==> config.mk <==
export PLATFORM = sky130hd
export DESIGN_NAME = core_sequencer_flat
export DESIGN_NICKNAME = d
export VERILOG_FILES = /design/src/rtl/core_sequencer_if.sv /design/src/rtl/core_sequencer.sv /design/src/flat_wrapper.sv
export SDC_FILE = /design/constraint.sdc
export NUM_CORES = 1
export LEC_CHECK = 0
export CORE_UTILIZATION = 60
export DETAILED_ROUTE_END_ITERATION = 12
export DONT_BUFFER_PORTS = 1
export PLACE_DENSITY = 0.76
export SYNTH_ARGS = -nofsm -noshare
export SYNTH_HDL_FRONTEND = slang
export SYNTH_SLANG_ARGS = --single-unit
==> constraint.sdc <==
create_clock -name Clk -period 3.1 [get_ports Clk]
set_input_delay 0.93 -clock Clk [delete_from_list [all_inputs] [get_ports Clk]]
set_output_delay 0.93 -clock Clk [all_outputs]
set_load 0.005 [all_outputs]
==> src/rtl/core_sequencer_if.sv <==
// Bus bundle between the fetch/execute sequencer and its surroundings:
// instruction ROM, decoder flags, data memory handshake and status.
interface core_sequencer_if #(
    parameter int T  = 10,
    parameter int CW = 16
);
    logic          Start;
    logic [8:0]    InstrIn;
    logic          BranchEZ;
    logic          BranchNZ;
    logic          BranchAlways;
    logic          Zero;
    logic [T-1:0]  Target;
    logic          LoadMem;
    logic          write_mem;
    logic          Done_in;
    logic          MemAck;

    logic [T-1:0]  ProgCtr;
    logic [T-1:0]  ProgCtr_p4;
    logic [8:0]    Instruction;
    logic          Commit;
    logic          MemReq;
    logic          MemWe;
    logic          Done;
    logic          Busy;
    logic          Error;
    logic [CW-1:0] RetiredCount;

    // Environment side: drives control, ROM data, decoder flags and memory ack.
    modport master (
        output Start, InstrIn, BranchEZ, BranchNZ, BranchAlways, Zero, Target,
               LoadMem, write_mem, Done_in, MemAck,
        input  ProgCtr, ProgCtr_p4, Instruction, Commit, MemReq, MemWe,
               Done, Busy, Error, RetiredCount
    );

    // Sequencer side.
    modport slave (
        input  Start, InstrIn, BranchEZ, BranchNZ, BranchAlways, Zero, Target,
               LoadMem, write_mem, Done_in, MemAck,
        output ProgCtr, ProgCtr_p4, Instruction, Commit, MemReq, MemWe,
               Done, Busy, Error, RetiredCount
    );
endinterface

==> src/rtl/core_sequencer.sv <==
// Multi-cycle fetch/execute sequencer for the 9-bit-instruction core.
// Owns the PC and instruction register, resolves branches, runs the
// LDW/STW handshake with a timeout, and gates register writes via Commit.
module core_sequencer #(
    parameter int T           = 10,
    parameter int PC_STEP     = 4,
    parameter int RESET_PC    = 0,
    parameter int MEM_TIMEOUT = 15,
    parameter int CW          = 16
) (
    input  logic            Clk,
    input  logic            Reset,
    core_sequencer_if.slave bus
);
    typedef enum logic [2:0] {
        S_IDLE  = 3'd0,
        S_FETCH = 3'd1,
        S_EXEC  = 3'd2,
        S_MEM   = 3'd3,
        S_HALT  = 3'd4
    } state_t;

    localparam logic [T-1:0]  STEP    = T'(PC_STEP);
    localparam logic [T-1:0]  RST_PC  = T'(RESET_PC);
    localparam logic [7:0]    TMO_LIM = 8'(MEM_TIMEOUT);
    localparam logic [CW-1:0] CNT_ONE = CW'(1);

    state_t        state, state_n;
    logic [T-1:0]  pc, pc_n;
    logic [8:0]    ir, ir_n;
    logic [CW-1:0] retired, retired_n;
    logic          err, err_n;
    logic [7:0]    tmo_cnt, tmo_n;
    logic          mem_we_q, mem_we_n;
    logic          commit;

    logic [T-1:0]  pc_seq;
    logic [T-1:0]  next_pc;
    logic [7:0]    tmo_inc;
    logic          taken;

    // Sequential PC and branch target resolution; both wrap modulo 2^T.
    assign pc_seq  = pc + STEP;
    assign taken   = bus.BranchAlways | (bus.BranchEZ & bus.Zero) | (bus.BranchNZ & ~bus.Zero);
    assign next_pc = taken ? bus.Target : pc_seq;
    assign tmo_inc = tmo_cnt + 8'd1;

    // State and datapath registers; reset drops any pending memory request.
    always_ff @(posedge Clk or posedge Reset) begin
        if (Reset) begin
            state    <= S_IDLE;
            pc       <= RST_PC;
            ir       <= '0;
            retired  <= '0;
            err      <= 1'b0;
            tmo_cnt  <= '0;
            mem_we_q <= 1'b0;
        end else begin
            state    <= state_n;
            pc       <= pc_n;
            ir       <= ir_n;
            retired  <= retired_n;
            err      <= err_n;
            tmo_cnt  <= tmo_n;
            mem_we_q <= mem_we_n;
        end
    end

    // Next-state, datapath updates and the Mealy Commit strobe.
    always_comb begin
        state_n   = state;
        pc_n      = pc;
        ir_n      = ir;
        retired_n = retired;
        err_n     = err;
        tmo_n     = tmo_cnt;
        mem_we_n  = mem_we_q;
        commit    = 1'b0;
        case (state)
            S_IDLE, S_HALT: begin
                // Restart from the top; Error is sticky until here.
                if (bus.Start) begin
                    state_n   = S_FETCH;
                    pc_n      = RST_PC;
                    retired_n = '0;
                    err_n     = 1'b0;
                end
            end
            S_FETCH: begin
                ir_n    = bus.InstrIn;
                state_n = S_EXEC;
            end
            S_EXEC: begin
                if (bus.Done_in) begin
                    // DNE halts without retiring.
                    state_n = S_HALT;
                end else if (bus.LoadMem || bus.write_mem) begin
                    // Capture the direction so MemWe stays stable for the whole access.
                    state_n  = S_MEM;
                    tmo_n    = '0;
                    mem_we_n = bus.write_mem;
                end else begin
                    commit    = 1'b1;
                    pc_n      = next_pc;
                    retired_n = retired + CNT_ONE;
                    state_n   = S_FETCH;
                end
            end
            S_MEM: begin
                if (bus.MemAck) begin
                    commit    = 1'b1;
                    pc_n      = pc_seq;
                    retired_n = retired + CNT_ONE;
                    state_n   = S_FETCH;
                end else if (tmo_inc == TMO_LIM) begin
                    // Memory never answered: abort with PC left on the faulting op.
                    tmo_n   = tmo_inc;
                    err_n   = 1'b1;
                    state_n = S_HALT;
                end else begin
                    tmo_n = tmo_inc;
                end
            end
            default: state_n = S_IDLE;
        endcase
    end

    // Moore status decode plus pass-through of the datapath registers.
    assign bus.ProgCtr      = pc;
    assign bus.ProgCtr_p4   = pc_seq;
    assign bus.Instruction  = ir;
    assign bus.Commit       = commit;
    assign bus.MemReq       = (state == S_MEM);
    assign bus.MemWe        = (state == S_MEM) && mem_we_q;
    assign bus.Done         = (state == S_HALT);
    assign bus.Busy         = (state == S_FETCH) || (state == S_EXEC) || (state == S_MEM);
    assign bus.Error        = err;
    assign bus.RetiredCount = retired;
endmodule

==> src/flat_wrapper.sv <==
// flat-port wrapper written by rule: the top's interface ports become plain ports
module core_sequencer_flat 
#(
    parameter int T           = 10,
    parameter int PC_STEP     = 4,
    parameter int RESET_PC    = 0,
    parameter int MEM_TIMEOUT = 15,
    parameter int CW          = 16
)
  (Clk, Reset, bus_Start, bus_InstrIn, bus_BranchEZ, bus_BranchNZ, bus_BranchAlways, bus_Zero, bus_Target, bus_LoadMem, bus_write_mem, bus_Done_in, bus_MemAck, bus_ProgCtr, bus_ProgCtr_p4, bus_Instruction, bus_Commit, bus_MemReq, bus_MemWe, bus_Done, bus_Busy, bus_Error, bus_RetiredCount);
  core_sequencer_if #(.T(T), .CW(CW)) bus_i ();
  input  logic Clk;
  input  logic Reset;
  input wire logic [$bits(bus_i.Start)-1:0] bus_Start;
  input wire logic [$bits(bus_i.InstrIn)-1:0] bus_InstrIn;
  input wire logic [$bits(bus_i.BranchEZ)-1:0] bus_BranchEZ;
  input wire logic [$bits(bus_i.BranchNZ)-1:0] bus_BranchNZ;
  input wire logic [$bits(bus_i.BranchAlways)-1:0] bus_BranchAlways;
  input wire logic [$bits(bus_i.Zero)-1:0] bus_Zero;
  input wire logic [$bits(bus_i.Target)-1:0] bus_Target;
  input wire logic [$bits(bus_i.LoadMem)-1:0] bus_LoadMem;
  input wire logic [$bits(bus_i.write_mem)-1:0] bus_write_mem;
  input wire logic [$bits(bus_i.Done_in)-1:0] bus_Done_in;
  input wire logic [$bits(bus_i.MemAck)-1:0] bus_MemAck;
  output wire logic [$bits(bus_i.ProgCtr)-1:0] bus_ProgCtr;
  output wire logic [$bits(bus_i.ProgCtr_p4)-1:0] bus_ProgCtr_p4;
  output wire logic [$bits(bus_i.Instruction)-1:0] bus_Instruction;
  output wire logic [$bits(bus_i.Commit)-1:0] bus_Commit;
  output wire logic [$bits(bus_i.MemReq)-1:0] bus_MemReq;
  output wire logic [$bits(bus_i.MemWe)-1:0] bus_MemWe;
  output wire logic [$bits(bus_i.Done)-1:0] bus_Done;
  output wire logic [$bits(bus_i.Busy)-1:0] bus_Busy;
  output wire logic [$bits(bus_i.Error)-1:0] bus_Error;
  output wire logic [$bits(bus_i.RetiredCount)-1:0] bus_RetiredCount;
  assign bus_i.Start = bus_Start;
  assign bus_i.InstrIn = bus_InstrIn;
  assign bus_i.BranchEZ = bus_BranchEZ;
  assign bus_i.BranchNZ = bus_BranchNZ;
  assign bus_i.BranchAlways = bus_BranchAlways;
  assign bus_i.Zero = bus_Zero;
  assign bus_i.Target = bus_Target;
  assign bus_i.LoadMem = bus_LoadMem;
  assign bus_i.write_mem = bus_write_mem;
  assign bus_i.Done_in = bus_Done_in;
  assign bus_i.MemAck = bus_MemAck;
  assign bus_ProgCtr = bus_i.ProgCtr;
  assign bus_ProgCtr_p4 = bus_i.ProgCtr_p4;
  assign bus_Instruction = bus_i.Instruction;
  assign bus_Commit = bus_i.Commit;
  assign bus_MemReq = bus_i.MemReq;
  assign bus_MemWe = bus_i.MemWe;
  assign bus_Done = bus_i.Done;
  assign bus_Busy = bus_i.Busy;
  assign bus_Error = bus_i.Error;
  assign bus_RetiredCount = bus_i.RetiredCount;
  core_sequencer #(.T(T), .PC_STEP(PC_STEP), .RESET_PC(RESET_PC), .MEM_TIMEOUT(MEM_TIMEOUT), .CW(CW)) u_core (.Clk(Clk), .Reset(Reset), .bus(bus_i));
endmodule
==> results of run 1 <==
stage by stage:
stage	power, W	utilization	cell area (um^2)	setup slack [ns]	std cells
floorplan	0.001690	-	2834	0.4739	289
CTS	0.002476	0.6771	3009	0.2613	336
global route	0.002606	0.6771	3009	0.1610	336
finish	0.002464	0.6771	3009	0.2656	336
global placement	0.001834	0.6413	2850	0.4460	328
detailed placement	0.001856	0.6413	2850	0.4133	328
registers in the layout (all words and copies together) (netlist names):
signal and cells:
u_core.bus.Instruction 9, u_core.bus.ProgCtr 10, u_core.bus.RetiredCount 16, u_core.state 3, u_core.mem_we_q 1, u_core.tmo_cnt 8
u_core.bus.Error 1
cell type report:
cell class | count | area, um^2
multi-input combinational | 215 | 1513
fill | 345 | 1435
sequential | 48 | 1201
clock inverter | 3 | 90.09
clock buffer | 5 | 68.82
tap | 52 | 65.06
timing repair buffer | 6 | 45.04
inverter | 7 | 26.28
cell usage after synthesis (5+ instances only):
master / instances / area share
and3_1: 7 / 0.015
nor3_1: 7 / 0.012
nand4_1: 7 / 0.015
clkbuf_1: 8 / 0.011
nand2_1: 22 / 0.029
nand3_1: 13 / 0.023
nor2_1: 10 / 0.013
o31ai_1: 9 / 0.024
o2bb2ai_1: 7 / 0.022
a21oi_1: 11 / 0.019
inv_1: 6 / 0.0079
mux2_2: 9 / 0.036
buf_2: 5 / 0.0088
or2_2: 9 / 0.020
or4_1: 6 / 0.016
dfrtp_1: 48 / 0.42
o21ai_0: 15 / 0.026
mux2i_1: 15 / 0.053
kinds of logic after synthesis:
family	count (synthesis)	synth area share
simple gates	108	0.2238
compound gates	71	0.1766
flops	48	0.4238
buf+inv	26	0.04459
mux	24	0.08874
xor+xnor	8	0.02472
fa+ha+maj	4	0.01766
power breakdown:
part           total [W]  leakage (nW)  internal [W]  switching [W]
Clock           0.000618        0.0784      0.000403       0.000215
Combinational   0.000830         0.606      0.000367       0.000463
Sequential       0.00102         0.639      0.000781       0.000236
Total            0.00246          1.32       0.00155       0.000914
per-layer routing:
metal / wire length (um) / vias to the layer above / track usage
li1: - / 1072 / -
met1: 2621 / 1091 / 0.3124
met2: 2956 / 82 / 0.4188
met3: 449 / 11 / 0.09117
met4: 112 / 0 / 0.09333
met5: 0 / - / 0
worst min-delay path by stage:
| stage | start | to | slack [ns] | depth (start not counted) |
|---|---|---|---|---|
| 2_1_floorplan | u_core.mem_we_q | u_core.mem_we_q | 0.46 | 1 |
| 3_3_place_gp | u_core.mem_we_q | u_core.mem_we_q | 0.49 | 1 |
| 3_5_place_dp | u_core.mem_we_q | u_core.mem_we_q | 0.49 | 1 |
| 4_1_cts | u_core.mem_we_q | u_core.mem_we_q | 0.51 | 1 |
| 5_1_grt | u_core.mem_we_q | u_core.mem_we_q | 0.53 | 1 |
| 6_report | u_core.mem_we_q | u_core.mem_we_q | 0.51 | 1 |
==> impl_results.md, run 1 <==
* Clock sink total at 48
* Via density at 6.714
* CTS Buf Count at 5
* Number of port buffers at 0
* CTS max path bufs at 2
* Syn. warnings at 0
* Synthesized area at 2834 um^2
* Drt pass-1 iters at 8
* # IOs at 81
* Die height at 70.73 um
* Setup crit start kind: flip-flop
* Clk_skew at 0.01490 ns
* Post-synthesis sequential area ratio at 0.4238
* Initial antenna violation count at 0
* DRC at 11
* Hold Buf Count CTS at 0
* Fin crit period at 2.834 ns
* Least-Margin Pin Slew at 0.6613 ns
* Row count at 24
* CP Max Fanout at 19
* Top_reg_cell synth: dfrtp_1
* Final HPWL DP at 4.487 mm
* Share of cells above drive strength 1 at 0.1338
* Layout Nets at 317
* Worst vdd ir at 0.0004989 V
* Worst hold slack at 0.5142 ns
* Final GP Congestion at 0.8015
* Power per cell area at 818.9 nW/um^2
* Hold Vio Cnt, Final at 0
* Worst path bufs/invs at 1
* Total Negative Setup Slacks at 0 ns
* CP Data Arrival Time at 1.90 ns
* HP Class: reg -> reg
* Slowest cell on crit path: dfrtp_1
* CP Capture Type: primary output
* R2R cell count at 5
* Worst EP required at 2.17 ns
* Asr flop ratio synth at 1.000
* Area growth syn-to-layout at 6.181%
* Largest net degree at the start of global routing at 26
* Worst skew pair latency at 0.31 ns
* Iter 0 DRT Violations at 135
* Mean Syn Cell Area at 9.806 um^2
* Congestion Overflow GR at 0
* Clock Tree Root: clkbuf_8
* Yosys reg bits at 48
* CP cell instances: or3b_1, nand2b_1, nand3_4, inv_2
* Crit path from: u_core.state[0]
* Fmax at 352.8 MHz
* Most frequent cells in the layout: dfrtp_1 (48), nand2_1 (22), mux2i_1 (15), o21ai_0 (15), nand3_1 (13)
* CP top delay family: simple AND/OR/NAND/NOR gates
* Unrepaired setup endpoints after global routing: false
* Fin crit share at 0.9143
* Max Cap Viol at 0
* Crit path kind: reg -> out
* Horiz. Die Dim at 70.73 um
* Ant diodes at 0
* Reg2reg setup slack at 0.87 ns
* # H-tree levels at 2
* CTS tree: yes
* Global-route wire length before repair at 10.05 mm
* Synth unique cells at 58
* Core area at 4444 um^2
* Initial core utilization at 0.6377
* Antenna viol nets, final at 0
* Synth Instances at 289
* Die area at 5002 um^2
* Crit path to: bus_Commit
* End of the worst register-to-register path: u_core.bus.RetiredCount[7]
* Worst-path clk slew at 0.09 ns
* Relative slew slack at 0.5582
* Total track usage at 0.2555
* Setup bufs post-CTS at 0
* WP depth at 4
* Vias in the first global route at 2204
* Failing checks: design-rule violations
* DRT Wirelength at 6.139 mm
* Status: complete, but fails checks
* # setup viols final at 0
* Wirelength per Cell at 18.27 um
* Largest stage delay on the critical path at 0.60 ns
* EDFF count, synth at 0
* Pleak at 1.323 nW
* Post-Synthesis Net Count at 323
* Most common cell after layout, fill and taps aside: dfrtp_1
* Post-CTS Resized at 0
* Via count at 2256
* Slew Limit Fails at 0
* RR Startpoint: u_core.state[0]
No activity file was read; power rests on OpenSTA's default activity.
==> run 2, diff against run 1 <==
Settings changed: CELL_PAD_IN_SITES_DETAIL_PLACEMENT set to 1, CELL_PAD_IN_SITES_GLOBAL_PLACEMENT set to 1, CORE_UTILIZATION 60 to 51, PLACE_DENSITY 0.76 to not set, PLACE_DENSITY_LB_ADDON set to 0.1.
==> impl_results.md, run 2 (same netlist as run 1, synthesis figures left out) <==
* Clock Tree Root: clkbuf_8 (unchanged)
* Number of port buffers at 0 (unchanged)
* Setup bufs post-CTS at 0 (unchanged)
* Slew Limit Fails at 0 (unchanged)
* Ant diodes at 0 (unchanged)
* Final core occ at 0.5655 (was 0.6771)
* Least-Margin Pin Slew at 0.6525 ns (was 0.6613 ns)
* Wirelength per Cell at 20.19 um (was 18.27 um)
* Row count at 26 (was 24)
* Share of cells above drive strength 1 at 0.1338 (unchanged)
* DRC at 0 (was 11)
* Post-CTS Resized at 0 (unchanged)
* CTS max path bufs at 2 (unchanged)
* Max Cap Viol at 0 (unchanged)
* Worst vdd ir at 0.0004830 V (was 0.0004989 V)
* Relative slew slack at 0.5641 (was 0.5582)
* Finished Cell Area at 2962 um^2 (was 3009 um^2)
* Fmax at 346.3 MHz (was 352.8 MHz)
* Fin crit period at 2.887 ns (was 2.834 ns)
* Largest register FFs at 16 (unchanged)
* Most common cell after layout, fill and taps aside: dfrtp_1 (unchanged)
* Worst-path clk slew at 0.09 ns (about the same)
* Die height at 76.55 um (was 70.73 um)
* Iter 0 DRT Violations at 109 (was 135)
* Area growth syn-to-layout at 4.503% (was 6.181%)
* Clock sink total at 48 (unchanged)
* Global-route wire length before repair at 12.16 mm (was 10.05 mm)
* Core area at 5238 um^2 (was 4444 um^2)
* Hold Vio Cnt, Final at 0 (unchanged)
* Worst skew pair latency at 0.30 ns (was 0.31 ns)
* # IOs at 81 (unchanged)
* Final GP Congestion at 0.7860 (was 0.8015)
* # fillers at 604 (was 345)
* Initial antenna violation count at 0 (unchanged)
* Die area at 5859 um^2 (was 5002 um^2)
* Final HPWL DP at 5.265 mm (was 4.487 mm)
* Total track usage at 0.2577 (was 0.2555)
* CTS tree: yes (unchanged)
* Congestion Overflow GR at 0 (unchanged)
* CTS Buf Count at 5 (unchanged)
* Vias in the first global route at 2309 (was 2204)
* Antenna viol nets, final at 0 (unchanged)
* Total Negative Setup Slacks at 0 ns (unchanged)
* Hold Buf Count CTS at 0 (unchanged)
* Largest net degree at the start of global routing at 32 (was 26)
* Fin crit share at 0.9314 (was 0.9143)
* Clk_skew at 0.004400 ns (was 0.01490 ns)
* DRT Wirelength at 7.147 mm (was 6.139 mm)
* CP Capture Type: primary output (unchanged)
* Status: finished, final reports clean (was complete, but fails checks)
* Unrepaired setup endpoints after global routing: false (unchanged)
* Via count at 2299 (was 2256)
* Drt pass-1 iters at 4 (was 8)
* Post-route non-filler standard cell count at 354 (was 336)
* HP Class: in -> async (was reg -> reg)
* CP Data Arrival Time at 1.96 ns (was 1.90 ns)
* Initial core utilization at 0.5411 (was 0.6377)
* Crit path kind: reg -> out (unchanged)
* Setup crit start kind: flip-flop (unchanged)
* # setup viols final at 0 (unchanged)
* Most frequent cells in the layout: dfrtp_1 (48), nand2_1 (22), mux2i_1 (15), o21ai_0 (15), nand3_1 (13) (unchanged)
* Power per cell area at 756.1 nW/um^2 (was 818.9 nW/um^2)
* Layout Nets at 318 (was 317)
* Cell count after placement at 347 (was 328)
* # H-tree levels at 2 (unchanged)
* Via density at 6.494 (was 6.714)
* CP Max Fanout at 19 (unchanged)
* Worst EP required at 2.17 ns (about the same)
* Post-DP Area at 2880 um^2 (was 2850 um^2)
* Horiz. Die Dim at 76.55 um (was 70.73 um)
* Pleak at 1.289 nW (was 1.323 nW)
==> run 2: changes by cell type in the layout (fill, tap and decap cells not counted), sizes merged <==
cell	delta
clkinv	+1
buf	+1
bufinv	-3
clkinvlp	+1
==> run 2: layout make-up <==
type	instances	area, um^2	share of cell area
Clock inverter	2	12.51	0.004225
Inverter	7	26.28	0.008872
Timing Repair Buffer	7	52.55	0.01774
Tap cell	70	87.58	0.02957
Multi-Input combinational cell	215	1513	0.5108
Clock buffer	5	68.82	0.02324
Sequential cell	48	1201	0.4056
==> run 2: stage by stage <==
step	setup slack, ns	hold slack [ns]	total power [W]
3_5_place_dp	0.4157	0.5001	0.001887
5_1_grt	0.09308	0.5054	0.002392
4_1_cts	0.1947	0.4807	0.002258
6_report	0.2126	0.4859	0.002239
2_1_floorplan	0.4739	0.4584	0.001690
3_3_place_gp	0.4362	0.4849	0.001855
==> run 2: final timing paths <==
kind                                 start                    endpoint  slack, ns  cells after the start
max reg2reg                u_core.state[0]  u_core.bus.RetiredCount[6]       0.83                      6
max in group asynchronous            Reset           u_core.tmo_cnt[7]       1.87                      2
min in group Clk           u_core.mem_we_q             u_core.mem_we_q       0.51                      1
min reg2reg                u_core.mem_we_q             u_core.mem_we_q       0.51                      1
max                        u_core.state[0]                  bus_Commit       0.21                      4
min                                  Reset   u_core.bus.Instruction[8]       0.49                      1
==> run 2: routing by layer <==
layer | global-route usage | routed length, um | vias to the layer above
li1 | - | - | 1069
met5 | 0 | 0 | -
met4 | 0.05577 | 44 | 0
met1 | 0.3506 | 3125 | 1155
met2 | 0.4090 | 3465 | 71
met3 | 0.07066 | 511 | 4
==> run 2: worst max-delay path: stages (launching register included) <==
cell      delay (ns)
dfrtp_1         0.63
or3b_1          0.56
nand2b_1        0.24
nand3_4         0.15
inv_2           0.08
==> run 2: power breakdown <==
part           leakage [nW]  switching, W  total (W)  internal [W]
combinational         0.610      0.000478   0.000848      0.000370
sequential            0.639      0.000242    0.00102      0.000781
clock                0.0400      0.000215   0.000368      0.000153
total                  1.29      0.000936    0.00224       0.00130
